--- src/rtl/wb_pkg.sv ---
// Shared widths and the load-FIFO entry type for the register-file write-back path.
// Used by both builds; WB_BYPASS_EN only changes port lists in wb_fifo and reg_wb_ctrl.
package wb_pkg;

  localparam int unsigned AW = 5;
  localparam int unsigned DW = 32;

  typedef struct packed {
    logic          live;
    logic [AW-1:0] dst;
    logic [DW-1:0] data;
  } wb_entry_t;

  function automatic logic entry_hit(input wb_entry_t e, input logic [AW-1:0] addr);
    return e.live && (e.dst == addr);
  endfunction

endpackage

--- src/rtl/wb_fifo.sv ---
// Circular load buffer with per-entry live bits, kill-by-dst and two dst lookup ports.
// Youngest-match data outputs exist only when WB_BYPASS_EN is defined.
module wb_fifo
  import wb_pkg::*;
#(
  parameter int unsigned DEPTH = 4
) (
  input  logic          clk,
  input  logic          rst,
  input  logic          push_i,
  input  logic [AW-1:0] push_dst_i,
  input  logic [DW-1:0] push_data_i,
  input  logic          pop_i,
  input  logic          kill_i,
  input  logic [AW-1:0] kill_dst_i,
  output wb_entry_t     head_o,
  output logic          empty_o,
  output logic          full_o,
  input  logic [AW-1:0] lk1_dst_i,
  input  logic [AW-1:0] lk2_dst_i,
  output logic          lk1_hit_o,
  output logic          lk2_hit_o
`ifdef WB_BYPASS_EN
  ,
  output logic [DW-1:0] lk1_data_o,
  output logic [DW-1:0] lk2_data_o
`endif
);

  localparam int unsigned PW = $clog2(DEPTH);
  localparam int unsigned CW = PW + 1;
  localparam logic [CW-1:0] FullCnt = CW'(DEPTH);

  wb_entry_t     mem_q [DEPTH];
  wb_entry_t     mem_d [DEPTH];
  logic [PW-1:0] wr_ptr_q, wr_ptr_d;
  logic [PW-1:0] rd_ptr_q, rd_ptr_d;
  logic [CW-1:0] cnt_q, cnt_d;

  // Popped slots are cleared so every live bit lies inside the occupied window.
  always_comb begin
    mem_d    = mem_q;
    wr_ptr_d = wr_ptr_q;
    rd_ptr_d = rd_ptr_q;
    cnt_d    = cnt_q;
    for (int i = 0; i < DEPTH; i++) begin
      if (kill_i && entry_hit(mem_q[i], kill_dst_i)) mem_d[i].live = 1'b0;
    end
    if (pop_i) begin
      mem_d[rd_ptr_q].live = 1'b0;
      rd_ptr_d             = rd_ptr_q + 1'b1;
      cnt_d                = cnt_d - 1'b1;
    end
    if (push_i) begin
      mem_d[wr_ptr_q] = '{live: 1'b1, dst: push_dst_i, data: push_data_i};
      wr_ptr_d        = wr_ptr_q + 1'b1;
      cnt_d           = cnt_d + 1'b1;
    end
  end

  always_ff @(posedge clk or posedge rst) begin
    if (rst) begin
      for (int i = 0; i < DEPTH; i++) mem_q[i] <= '0;
      wr_ptr_q <= '0;
      rd_ptr_q <= '0;
      cnt_q    <= '0;
    end else begin
      for (int i = 0; i < DEPTH; i++) mem_q[i] <= mem_d[i];
      wr_ptr_q <= wr_ptr_d;
      rd_ptr_q <= rd_ptr_d;
      cnt_q    <= cnt_d;
    end
  end

  assign head_o  = mem_q[rd_ptr_q];
  assign empty_o = (cnt_q == '0);
  assign full_o  = (cnt_q == FullCnt);

  // Scan oldest to youngest so the last hit wins.
  always_comb begin
    logic [PW-1:0] idx;
    idx       = '0;
    lk1_hit_o = 1'b0;
    lk2_hit_o = 1'b0;
`ifdef WB_BYPASS_EN
    lk1_data_o = '0;
    lk2_data_o = '0;
`endif
    for (int k = 0; k < DEPTH; k++) begin
      idx = rd_ptr_q + PW'(k);
      if (entry_hit(mem_q[idx], lk1_dst_i)) begin
        lk1_hit_o = 1'b1;
`ifdef WB_BYPASS_EN
        lk1_data_o = mem_q[idx].data;
`endif
      end
      if (entry_hit(mem_q[idx], lk2_dst_i)) begin
        lk2_hit_o = 1'b1;
`ifdef WB_BYPASS_EN
        lk2_data_o = mem_q[idx].data;
`endif
      end
    end
  end

endmodule

--- src/rtl/reg_wb_ctrl.sv ---
// Write-back controller: ALU-priority arbitration of one register-file write port, load FIFO,
// r0 filtering and pending-write reporting. WB_BYPASS_EN adds the fwd1/fwd2 forwarding ports.
module reg_wb_ctrl
  import wb_pkg::*;
#(
  parameter int unsigned DEPTH = 4
) (
  input  logic          clk,
  input  logic          rst,
  input  logic          alu_valid,
  input  logic [AW-1:0] alu_dst,
  input  logic [DW-1:0] alu_data,
  input  logic          ld_valid,
  output logic          ld_ready,
  input  logic [AW-1:0] ld_dst,
  input  logic [DW-1:0] ld_data,
  output logic          write_reg,
  output logic [AW-1:0] write1,
  output logic [DW-1:0] write_data,
  input  logic [AW-1:0] read1,
  input  logic [AW-1:0] read2,
  output logic          pend1,
  output logic          pend2
`ifdef WB_BYPASS_EN
  ,
  output logic          fwd1_valid,
  output logic          fwd2_valid,
  output logic [DW-1:0] fwd1_data,
  output logic [DW-1:0] fwd2_data
`endif
);

  wb_entry_t     head;
  logic          fifo_empty, fifo_full;
  logic          hit1, hit2;
  logic          alu_issue, ld_push, pop;
  logic          slot_hit1, slot_hit2;
  logic          write_reg_q, write_reg_d;
  logic [AW-1:0] write1_q, write1_d;
  logic [DW-1:0] write_data_q, write_data_d;
`ifdef WB_BYPASS_EN
  logic [DW-1:0] lk1_data, lk2_data;
`endif

  assign ld_ready  = !rst && !fifo_full;
  assign alu_issue = alu_valid && (alu_dst != '0);
  assign ld_push   = ld_valid && ld_ready && (ld_dst != '0);
  assign pop       = !alu_issue && !fifo_empty;

  wb_fifo #(
    .DEPTH (DEPTH)
  ) u_fifo (
    .clk         (clk),
    .rst         (rst),
    .push_i      (ld_push),
    .push_dst_i  (ld_dst),
    .push_data_i (ld_data),
    .pop_i       (pop),
    .kill_i      (alu_issue),
    .kill_dst_i  (alu_dst),
    .head_o      (head),
    .empty_o     (fifo_empty),
    .full_o      (fifo_full),
    .lk1_dst_i   (read1),
    .lk2_dst_i   (read2),
    .lk1_hit_o   (hit1),
    .lk2_hit_o   (hit2)
`ifdef WB_BYPASS_EN
    ,
    .lk1_data_o  (lk1_data),
    .lk2_data_o  (lk2_data)
`endif
  );

  // A dead head is still popped; it just leaves the slot idle.
  always_comb begin
    write_reg_d  = 1'b0;
    write1_d     = write1_q;
    write_data_d = write_data_q;
    if (alu_issue) begin
      write_reg_d  = 1'b1;
      write1_d     = alu_dst;
      write_data_d = alu_data;
    end else if (pop && head.live) begin
      write_reg_d  = 1'b1;
      write1_d     = head.dst;
      write_data_d = head.data;
    end
  end

  always_ff @(posedge clk or posedge rst) begin
    if (rst) begin
      write_reg_q  <= 1'b0;
      write1_q     <= '0;
      write_data_q <= '0;
    end else begin
      write_reg_q  <= write_reg_d;
      write1_q     <= write1_d;
      write_data_q <= write_data_d;
    end
  end

  assign write_reg  = write_reg_q;
  assign write1     = write1_q;
  assign write_data = write_data_q;

  assign slot_hit1 = write_reg_q && (write1_q == read1);
  assign slot_hit2 = write_reg_q && (write1_q == read2);
  assign pend1     = (read1 != '0) && (hit1 || slot_hit1);
  assign pend2     = (read2 != '0) && (hit2 || slot_hit2);

`ifdef WB_BYPASS_EN
  // FIFO entries are younger than the slot, so they take priority.
  assign fwd1_valid = pend1;
  assign fwd2_valid = pend2;
  assign fwd1_data  = !pend1 ? '0 : hit1 ? lk1_data : write_data_q;
  assign fwd2_data  = !pend2 ? '0 : hit2 ? lk2_data : write_data_q;
`endif

endmodule
--- config.mk ---
export PLATFORM = sky130hd
export DESIGN_NAME = reg_wb_ctrl
export DESIGN_NICKNAME = d
export VERILOG_FILES = /design/src/rtl/wb_pkg.sv /design/src/rtl/wb_fifo.sv /design/src/rtl/reg_wb_ctrl.sv
export SDC_FILE = /design/constraint.sdc
export NUM_CORES = 1
export LEC_CHECK = 0
export ABC_AREA = 1
export CAP_MARGIN = 40
export CORE_MARGIN = 8
export CORE_UTILIZATION = 61
export CTS_CLUSTER_DIAMETER = 30
export DETAILED_ROUTE_END_ITERATION = 8
export MAX_ROUTING_LAYER = met4
export PLACE_DENSITY_LB_ADDON = 0.08
export REMOVE_ABC_BUFFERS = 1
export SYNTH_ARGS = -nofsm -noshare
export SYNTH_HDL_FRONTEND = slang
export SYNTH_SLANG_ARGS = --single-unit
--- constraint.sdc ---
create_clock -name clk -period 8.65 [get_ports clk]
set_input_delay 0.865 -clock clk [delete_from_list [all_inputs] [get_ports clk]]
set_output_delay 0.865 -clock clk [all_outputs]
set_load 0.05 [all_outputs]
# Yosys cells after proc, flatten, opt, wreduce, memory -nomap -nowiden
# Index checks and enable logic that the tools add are counted.
[totals]
wordCells = 131
ff_bits = 197
inputBits = 88
[op_classes]
eq_ne = 15
n_bitwise = 5
add_sub_neg = 6
n_mux = 40
reduce_logical = 40
order_cmp = 7
[ops]
columns = ["operator", "count"]
rows = [
  ["2-to-1 mux 38 bit", 10],
  ["binary-select mux 38 bit (select 2 bit)", 4],
  ["bitwise mux 152 bit", 2],
  ["2-to-1 mux 152 bit", 2],
  ["demux 38 bit (select 2 bit)", 2],
  ["equality test 5 bit", 14],
  ["2-to-1 mux 32 bit", 2],
  ["logical AND 1 bit", 28],
  ["nonzero test 5 bit", 4],
  [">= comparator 3 bit (second input constant)", 5],
  ["inverter 2 -> 3 bit", 5],
  ["2-to-1 mux 1 bit", 14],
  ["2-to-1 mux 5 bit", 2],
  ["less-than comparator 3 x 1 -> 1 bit (second input constant)", 2],
  ["2-to-1 mux 3 bit", 2],
  ["adder 2 x 1 -> 2 bit (second input constant)", 2],
  ["adder 2 bit (second input constant)", 2],
  ["zero test 1 bit", 4],
  ["adder 3 x 1 -> 3 bit (second input constant)", 1],
  ["equality test 3 bit (second input constant)", 1],
  ["zero test 3 bit", 1],
  ["subtractor 3 x 1 -> 3 bit (second input constant)", 1],
  ["logical OR 1 bit", 2],
  ["nonzero test 2 bit", 1],
]

# Logic depth before layout (Yosys ltp)
[depth]
depth_word = 12
depth_mapped = 16
ltp_nobuf = 12

# Cells and area by module
# A second synthesis with hierarchy kept.
[hier_totals]
hier_cells = 1417
hier_area_um2 = 10610.2
[modules_own_cells]
columns = ["module", "n_inst", "cells_per_inst", "area_each_um2"]
rows = [
  ["wb_fifo", 1, 1135, 8519.4],
  ["reg_wb_ctrl", 1, 282, 2090.8],
]

# Worst setup path after synthesis
# Ideal clock, no wire load.
[synth_path]
path_type = "reg-to-output"
start = "reg u_fifo.rd_ptr_q[0]"
end = "out pend1"
arrival_ps = 2786
required_time_ps = 7785
path_slack_ps = 4999
stages_incl_launch_ff = 15
n_path_buf = 4
path_cell_list = "dfrtp_1 > inv_1 > buf_4 > buf_4 > buf_4 > ha_1 > buf_1 > nand3_1 > nand3_1 > nand2_1 > nor2_1 > nand3_1 > nand2_1 > nor2_1 > nor2_1"
[synth_between]
elab_chain_len = 12
[synth_lines]
columns = ["element", "line", "text"]
rows = [
  ["start: declaration", "wb_fifo.sv:37", "logic [PW-1:0] rd_ptr_q, rd_ptr_d;"],
  ["start signal: assignment", "wb_fifo.sv:70", "rd_ptr_q <= rd_ptr_d;"],
  ["adder 2 x 1 -> 2 bit or inverter 2 -> 3 bit (tied branches)", "wb_fifo.sv:90, wb_fifo.sv:91", ""],
  ["inverter 2 -> 3 bit (not written as such) or binary-select mux 38 bit (select 2 bit) (tied branches)", "wb_fifo.sv:91", "if (entry_hit(mem_q[idx], lk1_dst_i)) begin"],
  ["binary-select mux 38 bit (select 2 bit) or 2-to-1 mux 38 bit (tied branches)", "wb_fifo.sv:91", ""],
  ["2-to-1 mux 38 bit (not written as such)", "wb_fifo.sv:91", ""],
  ["2-to-1 mux 38 bit (not written as such) or equality test 5 bit (tied branches)", "wb_fifo.sv:91, wb_pkg.sv:15", ""],
  ["equality test 5 bit or logical AND 1 bit (tied branches)", "wb_pkg.sv:15", "return e.live && (e.dst == addr);"],
  ["logical AND 1 bit or 2-to-1 mux 1 bit (tied branches)", "wb_pkg.sv:15, wb_fifo.sv:91", ""],
  ["2-to-1 mux 1 bit (2 in a row)", "wb_fifo.sv:91", ""],
  ["2-to-1 mux 1 bit (*)", "wb_fifo.sv:91", ""],
  ["logical OR 1 bit (*)", "reg_wb_ctrl.sv:109", "assign pend1 = (read1 != '0) && (hit1 || slot_hit1);"],
  ["logical AND 1 bit (*)", "reg_wb_ctrl.sv:109", ""],
  ["end: declaration", "reg_wb_ctrl.sv:22", "output logic pend1,"],
]
# Every way passes the cells marked *; elsewhere a longest branch is shown, timed or not. The select of a mux whose other input is x is not followed.

# Worst setup path after layout
[layout_path]
start = "reg u_fifo.rd_ptr_q[1]"
end = "out pend2"
[layout_between]
elab_chain_len = 12
[layout_lines]
columns = ["element", "line", "text"]
rows = [
  ["adder 2 x 1 -> 2 bit or inverter 2 -> 3 bit (tied branches)", "wb_fifo.sv:90, wb_fifo.sv:97", ""],
  ["inverter 2 -> 3 bit (not written as such) or binary-select mux 38 bit (select 2 bit) (tied branches)", "wb_fifo.sv:97", "if (entry_hit(mem_q[idx], lk2_dst_i)) begin"],
  ["binary-select mux 38 bit (select 2 bit) or 2-to-1 mux 38 bit (tied branches)", "wb_fifo.sv:97", ""],
  ["2-to-1 mux 38 bit (not written as such)", "wb_fifo.sv:97", ""],
  ["2-to-1 mux 38 bit (not written as such) or equality test 5 bit (tied branches)", "wb_fifo.sv:97, wb_pkg.sv:15", ""],
  ["equality test 5 bit or logical AND 1 bit (tied branches)", "wb_pkg.sv:15", ""],
  ["logical AND 1 bit or 2-to-1 mux 1 bit (tied branches)", "wb_pkg.sv:15, wb_fifo.sv:97", ""],
  ["2-to-1 mux 1 bit (2 in a row)", "wb_fifo.sv:97", ""],
  ["2-to-1 mux 1 bit (*)", "wb_fifo.sv:97", ""],
  ["logical OR 1 bit (*)", "reg_wb_ctrl.sv:110", "assign pend2 = (read2 != '0) && (hit2 || slot_hit2);"],
  ["logical AND 1 bit (*)", "reg_wb_ctrl.sv:110", ""],
  ["end: declaration", "reg_wb_ctrl.sv:23", "output logic pend2"],
]
# Marked as above.

==> flow_summary.yaml <==
status:
  status: "finished, final reports clean"
global_route:
  grtUsageMet3: 0.0566
  grt_pass1_wl_um: 45800
  grt_antenna_before_repair: 1
  grt_overflow: 0
  grt-busiest-layer: "met2"
  use_met1: 0.337
  grt_use_met2: 0.411
  grt_max_degree: 119
  grt_use_total: 0.266
  grt_pass1_vias: 9361
run:
  maxCapViolCount: 0
timing:
  grt_setup_unrepaired: "no"
  relSlewSlack: 0.391
  timing.fmax_mhz: 228
  worst_pin_slew_ns: 0.914
  fin_crit_ns: 4.38
  period_share: 0.506
  hold_viol_final: 0
  finalSetupViolations: 0
  slew_viol_final: 0
  finClkSkew_ns: 0.0144
  tns_ns: 0
hold_path:
  hp-class: "flop to flop"
  hold_start: "u_fifo.mem_q[46]"
placement:
  placed_cell_area_sq_um: 11500
  gp_congestion: 0.946
  port_buffers: 128
  place_hpwl_um: 17200
die:
  die_w_um: 146
  io_pins: 129
  rows: 47
  die-area_sq_um: 21300
  initial_core_util: 0.623
  die_y_um: 146
  core-area_sq_um: 16500
synthesis:
  netlist_area_sq_um: 10300
  async_flop_share: 1.00
  netlist-cell-type-count: 31
  synth_top_area_cell: "dfrtp_1"
  synthTopCellsByArea: "dfrtp_1 48%, nand2_1 14%, o21ai_0 9.6%"
  synth_xor_area_frac: 0.0204
  ys_seq_elements: 197
  synth_top_family_by_area: "simple AND/OR/NAND/NOR gates"
  synth-main-ff-cell: "dfrtp_1"
  synth.avg_cell_area_sq_um: 7.67
  seq_area_frac_synth: 0.479
  yosys_warnings: 0
  synth-simple-area-share: 0.251
  yosys.area.top_type_share: 0.479
  synth_mux_area_frac: 0
  synth-compound-area-share: 0.164
  synth_edf_count: 0
  synthCells: 1342
  synth_fa_ha_area_frac: 0.0134
clock_network:
  cts-hold-fix-buffers: 0
  cts.sinks: 197
  path_clk_slew_ns: 0.07
  clk_latency_ns: 0.44
  cts_htree_levels: 4
  postCtsSetupRepairBufs: 0
  cts_buffer_depth: 2
  cts_buffers: 17
  cts_tree: "built"
  cts-root-buf: "clkbuf_16"
  ctsResizeCount: 0
setup_path:
  worstSetupStartpointType: "flop"
  timing.rr.start: "u_fifo.rd_ptr_q[0]"
  critPathCaptureType: "output port"
  crit_slowest_cell: "clkdlybuf4s50_1"
  crit_arrival_ns: 3.51
  worstPathMaxFanout: 13
  crit_top_cell: "nand2_1"
  slowest_delay_ns: 0.81
  worst-path-buf-inv: 3
  worstSetupPathType: "flop to output port"
  cp_top_family: "buffers and inverters"
  crit_start: "u_fifo.rd_ptr_q[1]"
  critical_path_required_ns: 7.79
  crit_chain: "clkinv_1 -> ha_1 -> inv_1 -> nand3_1 -> nand2_1 -> nand2_1 -> nand2_1 -> nor2_1 -> nand3_1 -> nand2_1 -> nor2_1 -> nor2_1 -> clkdlybuf4s50_1"
route:
  routed_wl_um: 27000
  ant_nets: 0
  drt-initial-drc-count: 857
  drc: 0
  vias: 9462
  firstDrtPassIters: 5
  wire_per_inst_um: 16.4
  via_per_inst: 5.73
cells_and_area:
  drive_gt1_frac: 0.0454
  stdcell_area_sq_um: 12100
  largest_reg_flops: 152
  fin_nets: 1517
  area_growth_pct: 17.8
  top_register: "u_fifo.mem_q"
  utilization: 0.734
power:
  combPwrFrac: 0.511
  p_leak_nw: 5.71
  pwr-share-seq: 0.326
  ir_worst_vdd_mv: 0.186
  power.density_nw_per_um2: 411
  pwr-share-clk: 0.162
  p_int_mw: 2.67
  switching_share: 0.465
  p_sw_mw: 2.32
==> layer usage <==
metal	vias to the layer above	share of wire
met5	-	0
met4	0	0.029
met3	65	0.072
met2	401	0.47
met1	4414	0.43
li1	4582	-
==> through the flow <==
step | hold slack [ns] | total power [mW] | worst slack [ns] | cells
after global routing | 0.501 | 5.39 | 3.97 | 1652
after global placement | 0.461 | 4.08 | 4.69 | 1617
after CTS | 0.487 | 4.98 | 4.30 | 1651
after detailed placement | 0.468 | 4.16 | 4.70 | 1619
final | 0.482 | 4.99 | 4.27 | 1652
after floorplan | 0.448 | 3.39 | 2.42 | 1258
==> cell usage after synthesis (4+ instances only) <==
master / count
nand2_1: 390
dfrtp_1: 197
o22ai_1: 36
buf_2: 39
a31oi_1: 32
nand3_1: 92
nand4_1: 4
ha_1: 11
xnor2_1: 12
inv_1: 64
xor2_1: 12
nand2_2: 8
buf_4: 10
o211ai_1: 9
o21ai_0: 197
nor2_1: 134
clkbuf_1: 23
o21ai_1: 31
a21oi_1: 8
buf_6: 10
nor3_1: 4
or2_2: 4
==> area by class of cell <==
class | instances | area [sq um]
multi-input combinational | 991 | 4620
tap | 220 | 275
inverter | 70 | 273
timing repair buffer | 141 | 1410
clock buffer | 19 | 443
fill | 1290 | 4400
clock inverter | 13 | 164
sequential | 197 | 4930
antenna | 1 | 2.50
==> logic make-up (layout without fill, tap and decap cells) <==
kind of cell               after synthesis  in the layout
other                                    0              1
DFF                                    197            197
AOI/OAI and AO/OA                      315            315
buffers and inverters                  154            243
xor gates and xnor gates                24             24
adders and majority gates               11             11
and+or+nand+nor                        641            641
==> power by group through the flow <==
stage	combinational, mW	clock (mW)	sequential [mW]
after global placement	2.47	0	1.61
after detailed placement	2.53	0	1.63
after floorplan	1.45	0	1.94
after CTS	2.54	0.818	1.62
final	2.55	0.809	1.63
after global routing	2.86	0.854	1.68
==> cell usage in the layout (no fill, tap or decap), types with 8 or more instances in the layout <==
| cell type | Yosys | layout |
|---|---|---|
| a21oi_1 | 8 | 8 |
| xor2_1 | 12 | 12 |
| nor2_1 | 134 | 134 |
| dfrtp_1 | 197 | 196 |
| inv_1 | 64 | 62 |
| xnor2_1 | 12 | 12 |
| nand3_1 | 92 | 92 |
| a31oi_1 | 32 | 32 |
| o21ai_0 | 197 | 197 |
| nand2_1 | 390 | 389 |
| clkbuf_16 | 0 | 17 |
| clkdlybuf4s50_1 | 0 | 128 |
| o211ai_1 | 9 | 9 |
| nand2_2 | 8 | 9 |
| buf_4 | 10 | 11 |
| o22ai_1 | 36 | 36 |
| o21ai_1 | 31 | 31 |
| ha_1 | 11 | 11 |
==> final timing paths <==
check	to	slack [ns]	cells after the start
min in group asynchronous	u_fifo.mem_q[36]	1.00	2
max	pend2	4.27	13
min	u_fifo.mem_q[46]	0.48	2
max in group asynchronous	u_fifo.mem_q[142]	6.40	4
max reg2reg	write_data[10]	5.74	10
min reg2reg	u_fifo.mem_q[46]	0.48	2
==> worst min-delay path: stages, from the launching register on <==
cell	delay, ns
dfrtp_1	0.34
nand2_1	0.05
o21ai_0	0.05
Power figures use the tool's default switching activity.
